**config.mk**
```make
export PLATFORM = sky130hd
export DESIGN_NAME = interrupt_controller
export DESIGN_NICKNAME = d
export VERILOG_FILES = /design/src/rtl/interrupt_controller.sv
export SDC_FILE = /design/constraint.sdc
export NUM_CORES = 1
export LEC_CHECK = 0
export ABC_AREA = 1
export ABC_CLOCK_PERIOD_IN_PS = 1600
export CAP_MARGIN = 20
export CORE_MARGIN = 2
export CORE_UTILIZATION = 47
export DETAILED_ROUTE_END_ITERATION = 8
export HOLD_SLACK_MARGIN = 0.12
export PLACE_DENSITY_LB_ADDON = 0.1
export SYNTH_ARGS = -nofsm -noshare
export SYNTH_HDL_FRONTEND = slang
export SYNTH_SLANG_ARGS = --single-unit
export TNS_END_PERCENT = 1
```
**constraint.sdc**
```tcl
create_clock -name clock -period 1.6 [get_ports clock]
set_clock_uncertainty 0.1 [all_clocks]
set_input_delay 0.16 -clock clock [delete_from_list [all_inputs] [get_ports clock]]
set_output_delay 0.16 -clock clock [all_outputs]
set_load 0.05 [all_outputs]
```
**src/rtl/interrupt_controller.sv**
```systemverilog
// Fixed-priority interrupt controller: edge-latched requests plus a user-mode quantum timer,
// handshaking with the control unit through intr / inta / clearIntr.
module interrupt_controller #(
    parameter int unsigned NUM_SRC = 4,
    parameter int unsigned QUANTUM = 1000,
    parameter int unsigned TIMER_W = 16
) (
    input  logic               clock,
    input  logic               rst,
    input  logic [NUM_SRC-1:0] irq_src,
    input  logic               timer_en,
    input  logic               inta,
    input  logic               clearIntr,
    output logic               intr,
    output logic [31:0]        intCode,
    output logic [NUM_SRC-1:0] pending
);

    typedef enum logic [1:0] {StIdle, StRequest, StService} state_e;

    state_e               state_q, state_d;
    logic                 intr_q, intr_d;
    logic [31:0]          code_q, code_d;
    logic [NUM_SRC-1:0]   pend_q, pend_d;
    logic [NUM_SRC-1:0]   armed_q, armed_d;
    logic [TIMER_W-1:0]   cnt_q, cnt_d;
    logic [NUM_SRC-1:0]   rise;
    logic [NUM_SRC-1:0]   clr_mask;
    logic [NUM_SRC-1:0]   timer_mask;
    logic [31:0]          win_code;

    // armed_q holds the inverted previous input; clearing it at reset makes a line that is
    // already high when reset releases look like it has not risen.
    always_comb begin
        armed_d = ~irq_src;
        rise    = irq_src & armed_q;
        rise[0] = 1'b0;
    end

    always_comb begin
        cnt_d      = '0;
        timer_mask = '0;
        if (timer_en) begin
            if (cnt_q == TIMER_W'(QUANTUM - 1)) begin
                timer_mask[0] = 1'b1;
            end else begin
                cnt_d = cnt_q + TIMER_W'(1);
            end
        end
    end

    always_comb begin
        win_code = '0;
        for (int i = NUM_SRC - 1; i >= 0; i--) begin
            if (pend_q[i]) win_code = 32'(i + 1);
        end
    end

    always_comb begin
        state_d  = state_q;
        intr_d   = intr_q;
        code_d   = code_q;
        clr_mask = '0;
        unique case (state_q)
            StIdle: begin
                intr_d = 1'b0;
                code_d = '0;
                if (pend_q != '0) begin
                    code_d  = win_code;
                    intr_d  = 1'b1;
                    state_d = StRequest;
                end
            end
            StRequest: begin
                if (inta) begin
                    for (int i = 0; i < NUM_SRC; i++) begin
                        if (code_q == 32'(i + 1)) clr_mask[i] = 1'b1;
                    end
                    intr_d  = 1'b0;
                    state_d = StService;
                end
            end
            StService: begin
                if (clearIntr) begin
                    code_d  = '0;
                    state_d = StIdle;
                end
            end
            default: state_d = StIdle;
        endcase
        // New edges are ORed in after the acknowledge clear so a set always wins.
        pend_d = (pend_q & ~clr_mask) | rise | timer_mask;
    end

    always_ff @(posedge clock) begin
        if (!rst) begin
            state_q <= StIdle;
            intr_q  <= 1'b0;
            code_q  <= '0;
            pend_q  <= '0;
            armed_q <= '0;
            cnt_q   <= '0;
        end else begin
            state_q <= state_d;
            intr_q  <= intr_d;
            code_q  <= code_d;
            pend_q  <= pend_d;
            armed_q <= armed_d;
            cnt_q   <= cnt_d;
        end
    end

    assign intr    = intr_q;
    assign intCode = code_q;
    assign pending = pend_q;

endmodule

```
==> metrics.cfg <==
[outcome]
status = complete, no violations

[pwr]
power_density_mw_per_mm2 = 840
p_leak_nw = 0.634
peakVddDrop_mv = 0.365

[clocking]
hold_buffers = 0
clkSlewWorstSetupHoldPaths_ps = 90
htreeDepth = 2
cts_buffer_depth = 2
cts-buffers-inserted = 5
worstSkewPairLatency_ps = 330
cts_root_buffer = clkbuf_4
cts_repair_resize_count = 0
postCtsSetupBuffers = 0
cts_tree = built
clock_sinks = 29

[placed_design]
gp_congestion = 0.857
dp_hpwl_mm = 2.23
port_buffers = 15
place_area_sq_mm = 0.00171
dp.cells = 286

[sta]
timing.fmax_mhz = 700
period_share_pct = 89.3
final-hold-violation-count = 0
slew_violations = 0
final.setup.tns_ps = 0
period_minus_slack_ps = 1430
setup_viol = 0
worst_hold_slack_ps = 283
grt_setup_unrepaired = no

[synthesis]
avgSynthCellArea_sq_um = 7.23
seq_area_frac_synth_pct = 35.2
synth.largest_area_cell = dfxtp_1
synth_area_sq_mm = 0.00165
ys_warn_count = 0
syn_inst = 228
synthTopCellsByArea = dfxtp_1 35%, buf_4 14%, nand2_1 10%
synth.top_cell.area_share_pct = 35.2
yosys.cell_types.count = 27
ys_seq_elements = 29

[floorplan]
fp.dieArea_sq_mm = 0.00400
die_h_um = 63.2
core_sq_mm = 0.00336
ioPinCount = 46
num_rows = 21
die_w_um = 63.2
initial_core_util_pct = 49.0

[route]
dr.pass1.iters = 4
ant_nets = 0
num_vias = 1321
wl_met1_mm = 1.47
viasPerCell = 4.49
top_layer_used = met4
wl_mm = 2.93
drtIter0Drc = 79
wl_per_cell_um = 9.97
met3_length_um = 171
met2_length_mm = 1.25
drc = 0

[cells_and_area]
n_antenna_cell = 0
instances_no_fill = 294
fill_cells = 384
design_area_sq_mm = 0.00177
drive_above_1_share_pct = 15.7
area.growth.synth_to_final_pct = 7.14
num-nets-final = 257

[worst_setup_path]
worstPathArrival_ps = 1540
r2r_cells = 6
worstPathRequired_ps = 1710
crit_path_start_kind = flop
critPathKind = flop to flop
end_kind = flop
worstPathMaxFanout = 16

[min_path]
min_delay_path_depth = 2
hold_class = input port to flop

[global_routing]
grt_pass1_vias = 1174
grt_pass1_wl_mm = 5.04
grt_max_degree = 17
grt.overflow.total = 0
track_usage_pct = 16.2
antenna_found_initial = 0

[flow_run]
maxCapViolCount = 0

==> cell usage after synthesis, drive strengths merged <==
cell	instances
ha	1
nand4	6
inv	20
nand3b	1
nor2	44
dfxtp	29
clkinv	1
nand3	13
conb	1
nor3	3
nand2	48
o21ai	5
a21oi	14
xor2	6
buf	31
clkbuf	1
o21a	1
o21bai	1
xnor2	2
==> critical path: stages, from the launching register on <==
cell and delay (ps):
dfxtp_1 370, ha_2 260, nand3_1 90, nor2_1 140
nand2_2 70, nand2_4 210, nor2_1 80
==> metrics by stage <==
| stage | total power [mW] | worst slack (ps) | utilization, % |
|---|---|---|---|
| after global routing | 1.56 | 47.8 | 52.5 |
| final | 1.48 | 171 | 52.5 |
| after detailed placement | 1.08 | 106 | 50.9 |
| after CTS | 1.51 | 93.6 | 52.4 |
| after floorplan | 1.08 | 210 | - |
| after global placement | 1.08 | 111 | 50.9 |
==> kinds of logic after synthesis <==
logic type / count (synthesis) / synth area share (%)
fa+ha+maj: 1 / 0.759
buf+inv: 53 / 19.9
simple gates: 115 / 33.0
flops: 29 / 35.2
other cells: 1 / 0.228
compound gates: 21 / 6.68
xor+xnor: 8 / 4.25
==> per-layer routing <==
layer	vias up	GRT usage [%]
met1	579	21.0
met2	39	23.5
met5	-	0
met4	0	7.34
li1	699	-
met3	4	6.25
==> cells in the final DEF (no fill, tap or decap), drive strengths merged <==
master | netlist | routed
xor2 | 6 | 6
o21ai | 5 | 5
buf | 31 | 9
a21oi | 14 | 14
nand3b | 1 | 1
nand4 | 6 | 6
o21bai | 1 | 1
nor3 | 3 | 3
nand3 | 13 | 13
nand2 | 48 | 48
clkbuf | 1 | 6
xnor2 | 2 | 2
conb | 1 | 29
nor2 | 44 | 44
inv | 20 | 20
dfxtp | 29 | 29
ha | 1 | 1
o21a | 1 | 1
clkdlybuf4s50 | 0 | 7
clkinv | 1 | 3
==> path summary, 6_finish.rpt <==
kind | startpoint | end | slack, ps
worst max-delay path | cnt_q[1]$_SDFF_PP0_ | cnt_q[7]$_SDFF_PP0_ | 170
worst min-delay path | irq_src[2] | armed_q[2]$_SDFF_PN0_ | 280
worst max register to register | cnt_q[1]$_SDFF_PP0_ | cnt_q[7]$_SDFF_PP0_ | 170
worst min register to register | armed_q[1]$_SDFF_PN0_ | pending[1]$_SDFF_PN0_ | 350
==> registers in the layout, indices dropped and copies added (netlist names) <==
name / cells
intCode: 3
intr: 1
armed_q: 3
pending: 4
state_q: 2
cnt_q: 16
==> power breakdown <==
| part | internal (mW) | switching (mW) | leakage [nW] |
|---|---|---|---|
| logic | 0.0578 | 0.240 | 0.367 |
| clock network | 0.167 | 0.257 | 0.0320 |
| registers | 0.742 | 0.0187 | 0.236 |
| total | 0.967 | 0.516 | 0.634 |
==> area by class of cell <==
| class | count | area, sq um | share of cell area, % |
|---|---|---|---|
| clock buffer | 6 | 41.3 | 2.34 |
| sequential | 29 | 581 | 32.9 |
| timing repair buffer | 16 | 150 | 8.50 |
| tap | 46 | 57.6 | 3.26 |
| clock inverter | 2 | 10.0 | 0.567 |
| multi-input combinational | 174 | 847 | 48.0 |
| inverter | 21 | 78.8 | 4.46 |
(Power assumes the default switching activity.)
